===== src/rtl/hmc_rf_master_if.sv =====
`default_nettype none
// ----------------------------------------------------------------------------
// Module   : hmc_rf_master_if
// Purpose  : Command/response port and openHMC RF access port of the RF
//            initiator, bundled with a view for each side.
// Revision : 1.0 - initial release
// ----------------------------------------------------------------------------
interface hmc_rf_master_if #(
   parameter int HMC_RF_AWIDTH = 4,
   parameter int HMC_RF_WWIDTH = 64,
   parameter int HMC_RF_RWIDTH = 64
);
   // command port
   logic                     cmd_valid;
   logic                     cmd_ready;
   logic [1:0]               cmd_op;
   logic [HMC_RF_AWIDTH-1:0] cmd_addr;
   logic [HMC_RF_WWIDTH-1:0] cmd_wdata;
   logic [HMC_RF_RWIDTH-1:0] cmd_mask;
   // response port
   logic                     rsp_valid;
   logic                     rsp_ready;
   logic [HMC_RF_RWIDTH-1:0] rsp_rdata;
   logic [2:0]               rsp_status;
   logic                     busy;
   // controller RF port
   logic [HMC_RF_AWIDTH-1:0] rf_address;
   logic                     rf_read_en;
   logic                     rf_write_en;
   logic [HMC_RF_WWIDTH-1:0] rf_write_data;
   logic [HMC_RF_RWIDTH-1:0] rf_read_data;
   logic                     rf_invalid_address;
   logic                     rf_access_complete;

   // the RF initiator itself
   modport master (
      input  cmd_valid, cmd_op, cmd_addr, cmd_wdata, cmd_mask, rsp_ready,
             rf_read_data, rf_invalid_address, rf_access_complete,
      output cmd_ready, rsp_valid, rsp_rdata, rsp_status, busy,
             rf_address, rf_read_en, rf_write_en, rf_write_data
   );

   // command issuer plus RF responder
   modport slave (
      output cmd_valid, cmd_op, cmd_addr, cmd_wdata, cmd_mask, rsp_ready,
             rf_read_data, rf_invalid_address, rf_access_complete,
      input  cmd_ready, rsp_valid, rsp_rdata, rsp_status, busy,
             rf_address, rf_read_en, rf_write_en, rf_write_data
   );
endinterface
`default_nettype wire


===== src/rtl/hmc_rf_master.sv =====
`default_nettype none
// ----------------------------------------------------------------------------
// Module   : hmc_rf_master
// Purpose  : Register-file initiator for the openHMC RF port. Executes one
//            read, write or poll-until-match command at a time and returns a
//            single response carrying data and status.
// Revision : 1.0 - initial release
// ----------------------------------------------------------------------------
module hmc_rf_master #(
   parameter int HMC_RF_AWIDTH = 4,
   parameter int HMC_RF_WWIDTH = 64,
   parameter int HMC_RF_RWIDTH = 64,
   parameter int TIMEOUT_LOG   = 8,
   parameter int POLL_MAX_LOG  = 10
) (
   input  logic              clk_hmc,
   input  logic              res_n_hmc,
   hmc_rf_master_if.master   bus
);

   typedef enum logic [2:0] {
      ST_IDLE  = 3'd0,
      ST_ISSUE = 3'd1,
      ST_WAIT  = 3'd2,
      ST_GAP   = 3'd3,
      ST_RESP  = 3'd4
   } state_t;

   localparam logic [1:0] c_op_read    = 2'b00;
   localparam logic [1:0] c_op_write   = 2'b01;
   localparam logic [1:0] c_op_illegal = 2'b11;

   localparam logic [2:0] c_st_ok      = 3'd0;
   localparam logic [2:0] c_st_invalid = 3'd1;
   localparam logic [2:0] c_st_timeout = 3'd2;
   localparam logic [2:0] c_st_pollfail= 3'd3;
   localparam logic [2:0] c_st_illegal = 3'd4;

   // timeout fires on the WAIT cycle whose incremented count hits all-ones
   localparam logic [TIMEOUT_LOG-1:0] c_tmo_last   = '1;
   localparam logic [POLL_MAX_LOG:0]  c_poll_limit = {1'b1, {POLL_MAX_LOG{1'b0}}};

   state_t                   r_state;
   logic [1:0]               r_op;
   logic [HMC_RF_AWIDTH-1:0] r_addr;
   logic [HMC_RF_WWIDTH-1:0] r_wdata;
   logic [HMC_RF_RWIDTH-1:0] r_mask;
   logic [TIMEOUT_LOG-1:0]   r_tmo;
   logic [POLL_MAX_LOG:0]    r_poll;

   logic [TIMEOUT_LOG-1:0]   w_tmo_next;
   logic [POLL_MAX_LOG:0]    w_poll_next;
   logic                     w_match;
   logic                     w_done;
   logic [2:0]               w_status;
   logic [HMC_RF_RWIDTH-1:0] w_rdata;

   // WAIT-state outcome: completion beats the terminal timeout count
   always_comb begin
      w_tmo_next  = r_tmo + 1'b1;
      w_poll_next = r_poll + 1'b1;
      w_match     = ((bus.rf_read_data ^ HMC_RF_RWIDTH'(r_wdata)) & r_mask) == '0;
      w_done      = 1'b0;
      w_status    = c_st_ok;
      w_rdata     = '0;
      if (bus.rf_access_complete) begin
         if (bus.rf_invalid_address) begin
            w_done   = 1'b1;
            w_status = c_st_invalid;
         end else begin
            case (r_op)
               c_op_read: begin
                  w_done  = 1'b1;
                  w_rdata = bus.rf_read_data;
               end
               c_op_write: begin
                  w_done  = 1'b1;
               end
               default: begin
                  if (w_match) begin
                     w_done  = 1'b1;
                     w_rdata = bus.rf_read_data;
                  end else if (w_poll_next == c_poll_limit) begin
                     w_done   = 1'b1;
                     w_status = c_st_pollfail;
                     w_rdata  = bus.rf_read_data;
                  end
               end
            endcase
         end
      end else if (w_tmo_next == c_tmo_last) begin
         w_done   = 1'b1;
         w_status = c_st_timeout;
      end
   end

   // command FSM with all port outputs registered
   always_ff @(posedge clk_hmc or negedge res_n_hmc) begin
      if (!res_n_hmc) begin
         r_state           <= ST_IDLE;
         r_op              <= '0;
         r_addr            <= '0;
         r_wdata           <= '0;
         r_mask            <= '0;
         r_tmo             <= '0;
         r_poll            <= '0;
         bus.cmd_ready     <= 1'b1;
         bus.rsp_valid     <= 1'b0;
         bus.rsp_rdata     <= '0;
         bus.rsp_status    <= '0;
         bus.busy          <= 1'b0;
         bus.rf_address    <= '0;
         bus.rf_read_en    <= 1'b0;
         bus.rf_write_en   <= 1'b0;
         bus.rf_write_data <= '0;
      end else begin
         // strobes are single-cycle unless re-asserted below
         bus.rf_read_en  <= 1'b0;
         bus.rf_write_en <= 1'b0;
         case (r_state)
            ST_IDLE: begin
               if (bus.cmd_valid) begin
                  r_op          <= bus.cmd_op;
                  r_addr        <= bus.cmd_addr;
                  r_wdata       <= bus.cmd_wdata;
                  r_mask        <= bus.cmd_mask;
                  r_poll        <= '0;
                  bus.cmd_ready <= 1'b0;
                  bus.busy      <= 1'b1;
                  if (bus.cmd_op == c_op_illegal) begin
                     r_state        <= ST_RESP;
                     bus.rsp_valid  <= 1'b1;
                     bus.rsp_status <= c_st_illegal;
                     bus.rsp_rdata  <= '0;
                  end else begin
                     r_state           <= ST_ISSUE;
                     bus.rf_address    <= bus.cmd_addr;
                     bus.rf_read_en    <= (bus.cmd_op != c_op_write);
                     bus.rf_write_en   <= (bus.cmd_op == c_op_write);
                     bus.rf_write_data <= (bus.cmd_op == c_op_write) ? bus.cmd_wdata : '0;
                  end
               end
            end
            ST_ISSUE: begin
               // a complete seen here coincides with the strobe and is ignored
               r_tmo   <= '0;
               r_state <= ST_WAIT;
            end
            ST_WAIT: begin
               if (w_done) begin
                  r_state        <= ST_RESP;
                  bus.rsp_valid  <= 1'b1;
                  bus.rsp_status <= w_status;
                  bus.rsp_rdata  <= w_rdata;
               end else begin
                  r_tmo <= w_tmo_next;
                  if (bus.rf_access_complete) begin
                     r_poll  <= w_poll_next;
                     r_state <= ST_GAP;
                  end
               end
            end
            ST_GAP: begin
               r_state        <= ST_ISSUE;
               bus.rf_address <= r_addr;
               bus.rf_read_en <= 1'b1;
            end
            ST_RESP: begin
               if (bus.rsp_ready) begin
                  r_state           <= ST_IDLE;
                  bus.rsp_valid     <= 1'b0;
                  bus.rsp_rdata     <= '0;
                  bus.rsp_status    <= '0;
                  bus.busy          <= 1'b0;
                  bus.cmd_ready     <= 1'b1;
                  bus.rf_address    <= '0;
                  bus.rf_write_data <= '0;
               end
            end
            default: begin
               r_state <= ST_IDLE;
            end
         endcase
      end
   end

endmodule
`default_nettype wire


===== src/flat_wrapper.sv =====
// flat-port wrapper written by rule: the top's interface ports become plain ports
module hmc_rf_master_flat 
#(
   parameter int HMC_RF_AWIDTH = 4,
   parameter int HMC_RF_WWIDTH = 64,
   parameter int HMC_RF_RWIDTH = 64,
   parameter int TIMEOUT_LOG   = 8,
   parameter int POLL_MAX_LOG  = 10
)
  (clk_hmc, res_n_hmc, bus_cmd_valid, bus_cmd_op, bus_cmd_addr, bus_cmd_wdata, bus_cmd_mask, bus_rsp_ready, bus_rf_read_data, bus_rf_invalid_address, bus_rf_access_complete, bus_cmd_ready, bus_rsp_valid, bus_rsp_rdata, bus_rsp_status, bus_busy, bus_rf_address, bus_rf_read_en, bus_rf_write_en, bus_rf_write_data);
  hmc_rf_master_if #(.HMC_RF_AWIDTH(HMC_RF_AWIDTH), .HMC_RF_WWIDTH(HMC_RF_WWIDTH), .HMC_RF_RWIDTH(HMC_RF_RWIDTH)) bus_i ();
  input  logic clk_hmc;
  input  logic res_n_hmc;
  input wire logic [$bits(bus_i.cmd_valid)-1:0] bus_cmd_valid;
  input wire logic [$bits(bus_i.cmd_op)-1:0] bus_cmd_op;
  input wire logic [$bits(bus_i.cmd_addr)-1:0] bus_cmd_addr;
  input wire logic [$bits(bus_i.cmd_wdata)-1:0] bus_cmd_wdata;
  input wire logic [$bits(bus_i.cmd_mask)-1:0] bus_cmd_mask;
  input wire logic [$bits(bus_i.rsp_ready)-1:0] bus_rsp_ready;
  input wire logic [$bits(bus_i.rf_read_data)-1:0] bus_rf_read_data;
  input wire logic [$bits(bus_i.rf_invalid_address)-1:0] bus_rf_invalid_address;
  input wire logic [$bits(bus_i.rf_access_complete)-1:0] bus_rf_access_complete;
  output wire logic [$bits(bus_i.cmd_ready)-1:0] bus_cmd_ready;
  output wire logic [$bits(bus_i.rsp_valid)-1:0] bus_rsp_valid;
  output wire logic [$bits(bus_i.rsp_rdata)-1:0] bus_rsp_rdata;
  output wire logic [$bits(bus_i.rsp_status)-1:0] bus_rsp_status;
  output wire logic [$bits(bus_i.busy)-1:0] bus_busy;
  output wire logic [$bits(bus_i.rf_address)-1:0] bus_rf_address;
  output wire logic [$bits(bus_i.rf_read_en)-1:0] bus_rf_read_en;
  output wire logic [$bits(bus_i.rf_write_en)-1:0] bus_rf_write_en;
  output wire logic [$bits(bus_i.rf_write_data)-1:0] bus_rf_write_data;
  assign bus_i.cmd_valid = bus_cmd_valid;
  assign bus_i.cmd_op = bus_cmd_op;
  assign bus_i.cmd_addr = bus_cmd_addr;
  assign bus_i.cmd_wdata = bus_cmd_wdata;
  assign bus_i.cmd_mask = bus_cmd_mask;
  assign bus_i.rsp_ready = bus_rsp_ready;
  assign bus_i.rf_read_data = bus_rf_read_data;
  assign bus_i.rf_invalid_address = bus_rf_invalid_address;
  assign bus_i.rf_access_complete = bus_rf_access_complete;
  assign bus_cmd_ready = bus_i.cmd_ready;
  assign bus_rsp_valid = bus_i.rsp_valid;
  assign bus_rsp_rdata = bus_i.rsp_rdata;
  assign bus_rsp_status = bus_i.rsp_status;
  assign bus_busy = bus_i.busy;
  assign bus_rf_address = bus_i.rf_address;
  assign bus_rf_read_en = bus_i.rf_read_en;
  assign bus_rf_write_en = bus_i.rf_write_en;
  assign bus_rf_write_data = bus_i.rf_write_data;
  hmc_rf_master #(.HMC_RF_AWIDTH(HMC_RF_AWIDTH), .HMC_RF_WWIDTH(HMC_RF_WWIDTH), .HMC_RF_RWIDTH(HMC_RF_RWIDTH), .TIMEOUT_LOG(TIMEOUT_LOG), .POLL_MAX_LOG(POLL_MAX_LOG)) u_core (.clk_hmc(clk_hmc), .res_n_hmc(res_n_hmc), .bus(bus_i));
endmodule

===== config.mk =====
export PLATFORM = sky130hd
export DESIGN_NAME = hmc_rf_master_flat
export DESIGN_NICKNAME = d
export VERILOG_FILES = /design/src/rtl/hmc_rf_master_if.sv /design/src/rtl/hmc_rf_master.sv /design/src/flat_wrapper.sv
export SDC_FILE = /design/constraint.sdc
export NUM_CORES = 1
export LEC_CHECK = 0
export BUFFER_PORTS_ARGS = -buffer_cell sky130_fd_sc_hd__clkbuf_2
export CORE_MARGIN = 5
export CORE_UTILIZATION = 52
export CTS_CLUSTER_DIAMETER = 50
export DETAILED_ROUTE_END_ITERATION = 6
export PLACE_DENSITY = 0.79
export SYNTH_ARGS = -nofsm -noshare
export SYNTH_HDL_FRONTEND = slang
export SYNTH_SLANG_ARGS = --single-unit
export TNS_END_PERCENT = 1

===== constraint.sdc =====
create_clock -name clk_hmc -period 2.9 [get_ports clk_hmc]
set_input_delay 0.29 -clock clk_hmc [delete_from_list [all_inputs] [get_ports clk_hmc]]
set_output_delay 0.29 -clock clk_hmc [all_outputs]
set_load 0.05 [all_outputs]

# --- Yosys cells after proc, flatten, opt, wreduce, memory -nomap -nowiden ---
# Index checks and enable logic that the tools add are counted.
classes:
  add_sub_neg: 2
  n_eq_ne: 18
  mux: 62
  n_bitwise: 2
  n_reduce_logical: 17
ops:
  columns: ["cell", "count"]
  rows:
  - ["$mux 64", 11]
  - ["$pmux 64 s2", 2]
  - ["$pmux 64 s3", 1]
  - ["$and 64x64->64", 1]
  - ["$logic_not 64->1", 1]
  - ["$xor 64x64->64", 1]
  - ["$mux 3", 12]
  - ["$mux 11", 3]
  - ["$pmux 11 s2", 1]
  - ["$mux 1", 18]
  - ["$pmux 8 s2", 1]
  - ["$pmux 3 s5", 1]
  - ["$mux 4", 3]
  - ["$pmux 4 s3", 1]
  - ["$reduce_and 4->1", 3]
  - ["$add 11x1->11 const B", 1]
  - ["$eq 11x11->1 const B", 1]
  - ["$ne 2x2->1 const B", 5]
  - ["$pmux 3 s3", 1]
  - ["$add 8x1->8 const B", 1]
  - ["$eq 8x8->1 const B", 1]
  - ["$mux 8", 1]
  - ["$eq 3x2->1 const B", 2]
  - ["$ne 2x1->1 const B", 3]
  - ["16 further kinds", 25]
totals:
  register_bits: 296
  in_bits: 204
  output_inout_bits: 140
  elab_cells: 117

# --- Depth between registers and ports, before layout ---
# Gate-level depths: netlist (run 1).
logic_depth:
  word_depth: 9
  mapped_depth: 11
  depth_no_buf: 9

# --- Worst setup path after synthesis (run 1) ---
# OpenSTA, ideal clock, no wires.
synth_path:
  path_kind: "register to register"
  start: "register u_core.r_wdata[62]"
  end: "register u_core.bus.rsp_rdata[26]"
  setup_ns: 0.121
  arrival_time_ns: 2.502
  t_required_ns: 2.779
  slack_ns: 0.277
  path_stages_with_launch: 11
  path_buffers: 2
  period_less_slack_ns: 2.623
  cell_sequence: "dfrtp_1 > xor2_1 > a22oi_1 > nand4_1 > nor4_1 > a211oi_4 > o21ai_4 > nand3_2 > buf_2 > buf_4 > a22o_1"
synth_via:
  elab_chain_cells: 9
  elab_cells_between_ends: 15
  classes_between: "eq/ne: 1; mux: 10; bitwise: 2; reduce/logical: 2"
synth_lines:
  columns: ["item", "line", "source"]
  rows:
  - ["from (decl)", "hmc_rf_master.sv:46", "logic [HMC_RF_WWIDTH-1:0] r_wdata;"]
  - ["from (signal assigned)", "hmc_rf_master.sv:125", "r_wdata <= bus.cmd_wdata;"]
  - ["$xor 64x64->64 (*)", "hmc_rf_master.sv:62", "w_match = ((bus.rf_read_data ^ HMC_RF_RWIDTH'(r_wdata)) & r_mask) == '0;"]
  - ["$and 64x64->64 (*)", "hmc_rf_master.sv:62", null]
  - ["$logic_not 64->1 (*)", "hmc_rf_master.sv:62", null]
  - ["$mux 64 or $mux 1 (tied branches)", "hmc_rf_master.sv:80", "if (w_match) begin"]
  - ["$pmux 64 s2 or $mux 1 (tied branches)", "hmc_rf_master.sv:71", "case (r_op)"]
  - ["$mux 64 or $mux 1 (tied branches)", "hmc_rf_master.sv:67", "if (bus.rf_invalid_address) begin"]
  - ["$mux 64 or $mux 1 (tied branches)", "hmc_rf_master.sv:66", "if (bus.rf_access_complete) begin"]
  - ["$mux 64 or $ne 2x1->1 (tied branches)", null, null]
  - ["$pmux 64 s3 or $reduce_and 5->1 (tied branches)", null, null]
  - ["to (signal assigned)", "hmc_rf_master.sv:154", "bus.rsp_rdata <= w_rdata;"]
  - ["to (decl)", "hmc_rf_master_if.sv:39", "output cmd_ready, rsp_valid, rsp_rdata, rsp_status, busy,"]
# Every way passes the cells marked *; elsewhere a longest branch is shown, timed or not. The select of a mux whose other input is x is not followed.
# A chain may end at the register's enable or synchronous reset.

# --- Worst setup path in the final report (run 1) ---
layout_path:
  start: "register u_core.r_poll[0]"
  end: "register u_core.r_tmo[6]"
layout_via:
  elab_chain_cells: 9
layout_lines:
  columns: ["item", "line", "source"]
  rows:
  - ["from (decl)", "hmc_rf_master.sv:49", "logic [POLL_MAX_LOG:0] r_poll;"]
  - ["from (signal assigned)", "hmc_rf_master.sv:158", "r_poll <= w_poll_next;"]
  - ["$add 11x1->11", "hmc_rf_master.sv:61", "w_poll_next = r_poll + 1'b1;"]
  - ["$eq 11x11->1", "hmc_rf_master.sv:83", "end else if (w_poll_next == c_poll_limit) begin"]
  - ["$mux 1", "hmc_rf_master.sv:83", null]
  - ["$mux 1", "hmc_rf_master.sv:80", null]
  - ["$mux 1", "hmc_rf_master.sv:71", null]
  - ["$mux 1", "hmc_rf_master.sv:67", null]
  - ["$mux 1", "hmc_rf_master.sv:66", null]
  - ["$ne 2x2->1 (no line)", null, null]
  - ["$reduce_and 2->1 (no line)", null, null]
  - ["to (signal assigned)", "hmc_rf_master.sv:156", "r_tmo <= w_tmo_next;"]
  - ["to (decl)", "hmc_rf_master.sv:48", "logic [TIMEOUT_LOG-1:0] r_tmo;"]
# Every way passes these cells.

==> reports/metrics.yaml, run 1 <==
timing:
  setup_viol: 0
  slew_viol_final: 0
  hold_viol: 0
  finalCritPeriodShare_pct: 94.6
  fin_crit_ps: 2740
  fmax_mhz: 364
  max_slew_margin_pct: 47.0
  worst_slew_pin_slew_ps: 793
  whs_ps: 12.3
  fin_skew_ps: 18.4
pwr:
  leakage_uw: 0.00869
  ir_worst_vdd_uv: 792
  cellPowerDensity_nw_per_um2: 1180
global_routing:
  grt_overflow: 0
  grt.total_usage_pct: 29.1
  grt_pass1_vias: 11500
  grt_start_max_net_pins: 112
  grt_pass1_wl_mm: 61.8
  antenna_found_initial: 2
detailed_routing:
  vias: 11200
  postRouteWirelength_mm: 39.4
  viasPerCell: 5.44
  first_pass_iters: 4
  drc_errors: 0
  drt-initial-drc-count: 1031
  detail_route.wl_per_cell_um: 19.2
  antenna_left: 0
cts:
  cts_tree: "yes"
  cts-root-buf: "clkbuf_16"
  cts.sinks: 296
  clk_latency_ps: 500
  cts_buffer_depth: 3
  cts_max_level: 2
  clk_pin_slew_ps: 60
  cts_made_buffers: 34
cells_and_area:
  final_cell_mix: "554 x nand2_1, 342 x clkbuf_2, 294 x dfrtp_1"
  fin_cells: 2054
  mostFrequentLayoutCell: "nand2_1"
  final_core_util_pct: 69.9
  fillers: 1773
  drive_above_1_share_pct: 25.7
  fin_area_um2: 16500
  layout.nets: 1917
  area_growth_pct: 32.2
critical_path:
  path_class: "flip-flop to flip-flop"
  endpoint_kind: "flip-flop"
  critPathBufInv: 1
  crit_path_cell_trace: "ha_1, nand2_1, nor2_1, a221o_1, o2111a_2, a211oi_4, o21ai_4, buf_4, or4_1, a21oi_1"
  path_max_fanout: 8
  critical_path.top_delay_family: "compound AO/OA/AOI/OAI gates"
  cp_data_required_time_ps: 3320
  critical-path-slowest-cell: "or4_1"
  slowest_delay_ps: 490
  cp-start-kind: "flip-flop"
  cp_data_arrival_time_ps: 3160
die:
  placementRows: 56
  die_area_um2: 27100
  die_width_um: 165
  start_util_pct: 52.9
  pin_count: 344
  coreArea_um2: 23500
  chipHeight_um: 165
status:
  status: "complete, no violations"
placed_design:
  dpl.cell_count: 1923
  port_buffers: 343
  dpl_cell_area_um2: 14700
  routabilityCongestion: 0.881
  hpwl_mm: 27.7
synth:
  async_reset_ff_share_pct: 100
  syn_area_um2: 12500
  ys_warn_count: 0
  netlist_instances: 1301
  syn-num-nets: 1508
  avgSynthCellArea_um2: 9.57
  yosysSeqAreaShare_pct: 59.5
  ys_types: 49
  synth-main-ff-cell: "dfrtp_1"
  synth_edf_count: 0
  yosys_register_bits: 296
min_path:
  hold_path_class: "input port to flip-flop"
job:
  maxCapViolCount: 0
==> synth_stat cells (7+ instances only) <==
| cell | number | area, um2 |
|---|---|---|
| a21oi_1 | 15 | 75.1 |
| a22o_1 | 64 | 561 |
| a22oi_1 | 36 | 270 |
| nand3_1 | 11 | 55.1 |
| dfrtp_1 | 295 | 7380 |
| nor2_1 | 16 | 60.1 |
| nand4_1 | 8 | 50.1 |
| inv_1 | 10 | 37.5 |
| nor3b_1 | 7 | 52.6 |
| o31ai_1 | 11 | 82.6 |
| o21ai_0 | 77 | 385 |
| nand2_1 | 556 | 2090 |
| xor2_1 | 64 | 561 |
| clkbuf_1 | 58 | 218 |
==> kinds of logic (layout without fill, tap and decap cells) <==
group	after synthesis	count (layout)	synth area share (%)
AND/OR/NAND/NOR	622	622	19.8
flip-flops	296	296	59.5
AO/OA/AOI/OAI	233	233	13.1
buffers and inverters	79	512	2.48
XOR/XNOR	66	66	4.64
adder cells (fa/ha/maj)	3	3	0.301
multiplexers	2	2	0.161
other	0	1	0
==> worst paths after layout <==
check	startpoint	end	slack [ps]	cells after the start
worst max-delay path	u_core.r_poll[0]	u_core.r_tmo[6]	160	10
worst min-delay path	bus_cmd_wdata[3]	u_core.r_wdata[3]	10	3
worst max register to register	u_core.r_poll[0]	u_core.r_tmo[6]	160	10
worst min register to register	u_core.bus.rf_address[2]	u_core.bus.rf_address[2]	470	2
max in group asynchronous	res_n_hmc	u_core.r_wdata[41]	1590	3
min in group asynchronous	res_n_hmc	u_core.r_wdata[3]	370	2
==> area by class of cell <==
| cell class | instances | area [um2] | share of cell area (%) |
|---|---|---|---|
| Sequential cell | 296 | 7410 | 45.0 |
| Multi-Input combinational cell | 926 | 4780 | 29.0 |
| Timing Repair Buffer | 442 | 2760 | 16.8 |
| Clock buffer | 45 | 933 | 5.67 |
| Tap cell | 319 | 399 | 2.42 |
| Clock inverter | 15 | 143 | 0.866 |
| Inverter | 10 | 37.5 | 0.228 |
| Antenna cell | 1 | 2.50 | 0.0152 |
==> through the flow <==
step | setup TNS, ps | worst slack [ps] | total power (uW)
CTS | 0 | 47.1 | 19400
global placement | 0 | 60.1 | 14800
global route | -23.3 | -23.3 | 20400
detailed placement | 0 | 29.9 | 15100
floorplan | 0 | 277 | 12500
finish | 0 | 156 | 19400
==> report_power, final <==
group          switching (uW)  total (uW)  internal (uW)
registers                1120        6950           5830
logic                    6030        8280           2250
clock network            1670        4130           2460
total                    8820       19400          10500
==> worst min-delay path, delay by kind of cell <==
family                 cells  cell delay [ps]
buffers and inverters      1               90
and+or+nand+nor            2               90
==> registers in the layout (all words and copies together) (netlist names) <==
name,cells
u_core.bus.rsp_rdata,64
u_core.bus.rf_read_en,1
u_core.r_poll,11
u_core.r_wdata,64
u_core.bus.rsp_valid,1
u_core.r_addr,4
u_core.bus.rsp_status,3
u_core.bus.rf_write_data,64
u_core.r_tmo,8
u_core.r_mask,64
u_core.bus.rf_address,4
u_core.r_state,3
u_core.bus.cmd_ready,1
u_core.bus.busy,1
u_core.bus.rf_write_en,1
u_core.r_op,2
==> what timing repair did <==
action,CTS,global route
endpoints found under the hold margin,142,0
setup endpoints to repair,1,8
pin swaps,1,1
gates cloned,0,0
hold buffers,65,0
resized for setup,0,3
buffers inserted,0,5
==> per-layer routing <==
metal  track usage [%]  vias to the layer above  wire [um]
met2              49.4                      507      19400
met5                 0                        -          7
met1              38.1                     5417      15700
met4              9.07                        2       1110
li1                  -                     5166          -
met3              5.42                       84       3120
No activity file was read; power rests on OpenSTA's default activity.
==> inputs of run 2 (changes only) <==
ABC_AREA = 1   (was unset)
CORE_UTILIZATION = 53   (was 52)
PLACE_DENSITY = 0.8   (was 0.79)
==> run 2 against run 1 <==
Against the previous run: synthesized cell count increased by 31%; die area increased by 3.3%; via count increased by 10%; first-iteration DRC count decreased by 18%; global-route usage decreased by 1.9 points; final area increased by 2.1%; routed wire length decreased by 2.8%; non-clock buffer count decreased by 35.
==> reports/metrics.yaml, run 2 <==
synth:
  synth_edf_count: 0  # unchanged
  syn-num-nets: 1917  # +27%
  yosysMostFrequentCell: "nand2_1"
  synth-main-ff-cell: "dfrtp_1"
  synth_common_cells: "857 x nand2_1, 295 x dfrtp_1, 214 x nor2_1"
  avgSynthCellArea_um2: 7.69  # -20%
  netlist_instances: 1710  # +31%
  yosysSeqAreaShare_pct: 56.4  # -3.1 points
  synth_area_leaders: "dfrtp_1 56%, nand2_1 24%, nor2_1 6.1%"
  syn_area_um2: 13100  # +5.5%
  synth_top_area_share_pct: 56.2  # -3.1 points
  yosys_register_bits: 296  # unchanged
  synth_top_area_cell: "dfrtp_1"
  async_reset_ff_share_pct: 100  # unchanged
  ys_warn_count: 0  # unchanged
  ys_types: 30  # -39%
global_routing:
  grt_overflow: 0  # unchanged
  grt.total_usage_pct: 27.1  # -1.9 points
  grt_start_max_net_pins: 119  # +6.3%
  grt_pass1_vias: 12500  # +8.7%
  antenna_found_initial: 5  # +3
  grt_pass1_wl_mm: 62.2  # +0.69%
critical_path:
  critPathMostFrequentCell: "nand2_1"
  path_max_fanout: 36  # +28
  crit_cells: 16  # +6
  critical_path.top_delay_family: "simple AND/OR/NAND/NOR gates"
  critical-path-slowest-cell: "dfrtp_1"
  cp_data_arrival_time_ps: 2940  # -220 ps
  cp-start-kind: "flip-flop"
  r2r_cells: 16  # +6
  slowest_delay_ps: 410  # -80 ps
  critPathBufInv: 1  # unchanged
  cp_data_required_time_ps: 3340  # +20 ps
  endpoint_kind: "flip-flop"
  crit_path_cell_trace: "ha_1, nand2_2, nor2_4, nand2_2, nor2_2, nand3_1, nand2_1, nor2_1, nand2_1, nand4_1, nand2_1, nand3_2, nand3_4, buf_4, nand2_1, nand2_1"
  path_class: "flip-flop to flip-flop"
detailed_routing:
  vias: 12300  # +10%
  postRouteWirelength_mm: 38.3  # -2.8%
  drc_errors: 0  # unchanged
  drt-initial-drc-count: 841  # -18%
  viasPerCell: 5.06  # -7.0%
  antenna_left: 0  # unchanged
  first_pass_iters: 5  # +1
  detail_route.wl_per_cell_um: 15.7  # -18%
cells_and_area:
  area_growth_pct: 27.9
  drive_above_1_share_pct: 20.6  # -5.1 points
  layout.nets: 2292  # +20%
  final_core_util_pct: 68.9  # -1.0 points
  fillers: 1957  # +10%
  multi_input_area_um2: 5130  # +7.4%
  final_cell_mix: "857 x nand2_1, 342 x clkbuf_2, 295 x dfrtp_1"
  regArea_um2: 7410  # about the same
  mostFrequentLayoutCell: "nand2_1"
die:
  chipHeight_um: 167  # +1.6%
  coreArea_um2: 24400  # +3.6%
  die_width_um: 167  # +1.6%
  pin_count: 344  # unchanged
  placementRows: 57  # +1.8%
  die_area_um2: 28000  # +3.3%
  start_util_pct: 53.9  # +0.98 points
cts:
  cts_buffer_depth: 3  # unchanged
  clk_latency_ps: 500  # about the same
  clk_pin_slew_ps: 60  # about the same
  cts_max_level: 2  # unchanged
  cts_made_buffers: 34  # unchanged
  cts.sinks: 296  # unchanged
  cts_tree: "yes"
  post_cts_resized: 0  # unchanged
  cts-root-buf: "clkbuf_16"
pwr:
  cellPowerDensity_nw_per_um2: 1100  # -6.2%
  ir_worst_vdd_uv: 835  # +5.4%
  leakage_uw: 0.00939  # +8.1%
  p_total_uw: 18600  # -4.2%
timing:
  fin_skew_ps: 21.2  # +2.79 ps
  fin_crit_ps: 2500  # -246 ps
  fmax_mhz: 400  # +9.8%
  max_slew_margin_pct: 37.4  # -9.6 points
  finalCritPeriodShare_pct: 86.1  # -8.5 points
  hold_viol: 0  # unchanged
  fin_tns_setup_ps: 0  # unchanged
  rsz0062_at_grt: "no"
  setup_ws_ps: 402  # +246 ps
  setup_viol: 0  # unchanged
  slew_viol_final: 0  # unchanged
  worst_slew_pin_slew_ps: 936  # +143 ps
placed_design:
  pre_cts_ws_ps: 423  # +393 ps
  port_buffers: 343  # unchanged
  routabilityCongestion: 0.865  # -1.8%
  hpwl_mm: 27.2  # -1.9%
min_path:
  hold_depth: 3  # unchanged
  hold_path_class: "input port to flip-flop"
status:
  status: "complete, no violations"
job:
  maxCapViolCount: 0  # unchanged
run 2: cell count changes in the layout (fill, tap and decap cells not counted), moves of 6 or more:
cell           previous run  this run
a21oi_1                  14        68
a22o_1                   64         0
a22oi_1                  36         0
buf_4                    24        13
dlygate4sd3_1            65        43
inv_1                    10        80
nand2_1                 554       857
nand3_1                  10        47
nor2_1                   16       211
nor3b_1                   6         0
o21ai_0                  77        31
o31ai_1                  11         0
xor2_1                   64         7
run 2: worst paths after layout:
kind | from | end | slack [ps]
worst max register to register | u_core.r_poll[0] | u_core.bus.rsp_rdata[8] | 400
max in group asynchronous | res_n_hmc | u_core.bus.rsp_rdata[28] | 1600
min in group asynchronous | res_n_hmc | u_core.r_mask[59] | 360
worst max-delay path | u_core.r_poll[0] | u_core.bus.rsp_rdata[8] | 400
worst min register to register | u_core.bus.rsp_rdata[28] | u_core.bus.rsp_rdata[28] | 470
worst min-delay path | bus_cmd_mask[2] | u_core.r_mask[2] | 10
run 2: logic make-up (layout without fill, tap and decap cells):
logic type,after synthesis,after routing,synth area share [%]
AOI/OAI and AO/OA,105,105,4.08
other,0,5,0
xor gates and xnor gates,8,8,0.533
buffers and inverters,151,549,4.75
and+or+nand+nor,1147,1147,34.0
adders and majority gates,3,3,0.286
DFF,296,296,56.4
run 2: report_power, final:
| part | leakage, uW | switching, uW | internal, uW | total [uW] |
|---|---|---|---|---|
| Clock | 0.000553 | 1710 | 2610 | 4320 |
| Combinational | 0.00507 | 5600 | 2000 | 7590 |
| Sequential | 0.00376 | 939 | 5700 | 6640 |
| Total | 0.00939 | 8240 | 10300 | 18600 |
run 2: through the flow:
stage | area [um2] | hold WS (ps) | cells
final | 16800 | 12.1 | 2437
after global routing | 16800 | 10.5 | 2437
after CTS | 16800 | 0.361 | 2432
after detailed placement | 15200 | 318 | 2330
after global placement | 15200 | 323 | 2330
after floorplan | 13100 | -5.59 | 1710
run 2: repair_timing:
| item | CTS | global route |
|---|---|---|
| setup buffers | 0 | 0 |
| hold buffers | 43 | 0 |
| endpoints found under the setup margin | 0 | 0 |
| hold endpoints to repair | 116 | 0 |
run 2: layout make-up:
class | count | share of cell area (%)
antenna | 5 | 0.0744
clock buffer | 45 | 5.73
clock inverter | 14 | 0.960
inverter | 83 | 1.87
multi-input combinational | 1263 | 30.5
sequential | 296 | 44.1
tap | 324 | 2.41
timing repair buffer | 407 | 14.4
run 2: per-layer routing:
metal / vias to the layer above / global-route usage [%] / part of all wire, %
li1: 6000 / - / -
met1: 5731 / 34.6 / 40
met2: 502 / 45.3 / 49
met3: 102 / 6.01 / 7.7
met4: 0 / 11.0 / 3.7
met5: - / 0 / 0
run 2: worst reg2reg max path: cells and delay by family (launching register included):
kind | cells | cell delay, ps
adder cells (fa/ha/maj) | 1 | 230
buffers and inverters | 1 | 380
flip-flops | 1 | 410
AND/OR/NAND/NOR | 14 | 1450
==> inputs of run 3 (changes only) <==
==> constraint.sdc (replaced) <==
create_clock -name clk_hmc -period 2.9 [get_ports clk_hmc]
set_input_delay 0.145 -clock clk_hmc [delete_from_list [all_inputs] [get_ports clk_hmc]]
set_output_delay 0.145 -clock clk_hmc [all_outputs]
set_load 0.05 [all_outputs]
==> run 3 against run 2 <==
Against the previous run: worst hold slack improved by 48 ps; register-to-register slack got worse by 150 ps; via count increased by 12%; total power increased by 2.8%; largest cell class unchanged; worst setup slack got worse by 150 ps; clock power increased by 2%; critical path depth decreased by 9; count of clock-buffer cells in the layout increased by 6.
==> reports/metrics.yaml, run 3 (synthesized netlist as in run 2, its figures left out) <==
status:
  status: "complete, no violations"
timing:
  max_slew_margin_pct: 32.4  # -5.1 points
  fin_skew_ps: 21.8  # +0.663 ps
  fin_tns_setup_ps: 0  # unchanged
  setup_viol: 0  # unchanged
  rsz0062_at_grt: "no"
  slew_viol_final: 0  # unchanged
  finalCritPeriodShare_pct: 91.2  # +5.1 points
  worst_slew_pin_slew_ps: 1010  # +76.0 ps
  hold_viol: 0  # unchanged
  fin_crit_ps: 2650  # +148 ps
  fmax_mhz: 378  # -5.6%
cts:
  cts_max_level: 2  # unchanged
  cts_setup_buffers: 0  # unchanged
  post_cts_resized: 0  # unchanged
  cts_tree: "yes"
  ctsHoldBuffers: 201  # +370%
  cts_buffer_depth: 3  # unchanged
  clk_pin_slew_ps: 60  # about the same
  cts-root-buf: "clkbuf_16"
  cts_made_buffers: 35  # +2.9%
  clk_latency_ps: 530  # +30 ps
  cts.sinks: 296  # unchanged
job:
  maxCapViolCount: 0  # unchanged
global_routing:
  grt_start_max_net_pins: 119  # unchanged
  grt_pass1_wl_mm: 72.9  # +17%
  grt_overflow: 0  # unchanged
  antenna_found_initial: 2  # -3
  grt.total_usage_pct: 32.1  # +5.0 points
  grt_pass1_vias: 14200  # +14%
pwr:
  cellPowerDensity_nw_per_um2: 1040  # -5.7%
  leakage_uw: 0.0100  # +6.7%
  p_total_uw: 19100  # +2.8%
  ir_worst_vdd_uv: 724  # -13%
detailed_routing:
  vias: 13800  # +12%
  antenna_left: 0  # unchanged
  postRouteWirelength_mm: 45.6  # +19%
  drt-initial-drc-count: 1166  # +39%
  first_pass_iters: 6  # +1
  viasPerCell: 5.33  # +5.3%
  detail_route.wl_per_cell_um: 17.6  # +12%
  drc_errors: 0  # unchanged
placed_design:
  dpl_cell_area_um2: 15200  # -0.39%
  port_buffers: 343  # unchanged
  hpwl_mm: 26.9  # -0.88%
  routabilityCongestion: 0.842  # -2.6%
min_path:
  hold_depth: 5  # +2
  min_to: "u_core.bus.rsp_status[1]"
  min_from: "bus_rf_access_complete"
  hold_path_class: "input port to flip-flop"
cells_and_area:
  drive_above_1_share_pct: 19.0  # -1.6 points
  final_cell_mix: "857 x nand2_1, 342 x clkbuf_2, 295 x dfrtp_1"
  fin_area_um2: 18300  # +9.1%
  mostFrequentLayoutCell: "nand2_1"
  area_growth_pct: 39.5
  layout.nets: 2448  # +6.8%
die:
  coreArea_um2: 24400  # unchanged
  die_width_um: 167  # unchanged
  start_util_pct: 53.9  # unchanged
  die_area_um2: 28000  # unchanged
  chipHeight_um: 167  # unchanged
  placementRows: 57  # unchanged
  pin_count: 344  # unchanged
critical_path:
  endpoint_kind: "flip-flop"
  cp_data_required_time_ps: 3300  # -40 ps
  reg2reg_from: "u_core.r_state[0]"
  rrSetupSlack_ps: 250  # -150 ps
  r2r-end: "u_core.bus.rf_write_data[22]"
  path_class: "flip-flop to flip-flop"
  cp_data_arrival_time_ps: 3050  # +110 ps
  path_max_fanout: 37  # +2.8%
  cp-start-kind: "flip-flop"
  r2r_cells: 7  # -9
[run 3: cell types whose count changed in the layout (fill, tap and decap cells not counted)]
cell	previous run	this run
buf_12	8	5
bufinv_16	3	2
clkbuf_1	5	8
clkbuf_8	5	8
clkinv_2	6	1
clkinvlp_4	2	3
diode_2	5	2
dlygate4sd3_1	43	201
inv_6	3	4
[run 3: worst max path at each step]
stage / startpoint / end / slack (ps) / cells after the start
after global routing: u_core.r_poll[0] / u_core.r_tmo[7] / 150 / 15
after detailed placement: u_core.r_poll[0] / u_core.bus.rsp_rdata[8] / 480 / 17
after floorplan: u_core.r_poll[0] / u_core.bus.rsp_rdata[35] / 770 / 18
after global placement: u_core.r_wdata[39] / u_core.bus.rsp_rdata[48] / 550 / 13
after CTS: u_core.r_state[0] / u_core.bus.rf_write_data[41] / 460 / 7
final: u_core.r_state[0] / u_core.bus.rf_write_data[22] / 250 / 7
[run 3: routing by layer]
layer  part of all wire (%)  up-vias  track usage [%]
met2                     50      826             54.9
met4                    6.4        0             18.7
met5                      0        -                0
li1                       -     6311                -
met3                    8.0      228             6.91
met1                     35     6446             37.4
[run 3: per-stage QoR]
| stage | utilization (%) | hold WS [ps] | setup WS [ps] | std cells |
|---|---|---|---|---|
| after floorplan | - | -151 | 771 | 1710 |
| after global placement | 62.3 | 90.1 | 552 | 2327 |
| after detailed placement | 62.3 | 90.3 | 480 | 2327 |
| after CTS | 75.2 | 45.3 | 457 | 2589 |
| after global routing | 75.2 | 105 | 152 | 2591 |
| final | 75.2 | 60.3 | 254 | 2591 |
[run 3: power breakdown]
| part | switching [uW] | internal [uW] |
|---|---|---|
| registers | 1010 | 5700 |
| clock network | 1770 | 2620 |
| logic | 5850 | 2130 |
| total | 8630 | 10400 |
[run 3: worst max-delay path, stage by stage, from the launching register on]
cell and delay (ps):
dfrtp_1 500, nor2_1 100, inv_1 110, nor2_1 110, nor2_4 770, buf_4 520, nand2_1 110, a21oi_1 300
[run 3: cell type report]
class | instances | area, um2
inverter | 83 | 314
clock inverter | 10 | 123
tap | 324 | 405
antenna | 2 | 5.00
timing repair buffer | 562 | 3940
fill | 1628 | 6050
sequential | 296 | 7410
multi-input combinational | 1263 | 5130
clock buffer | 51 | 1020
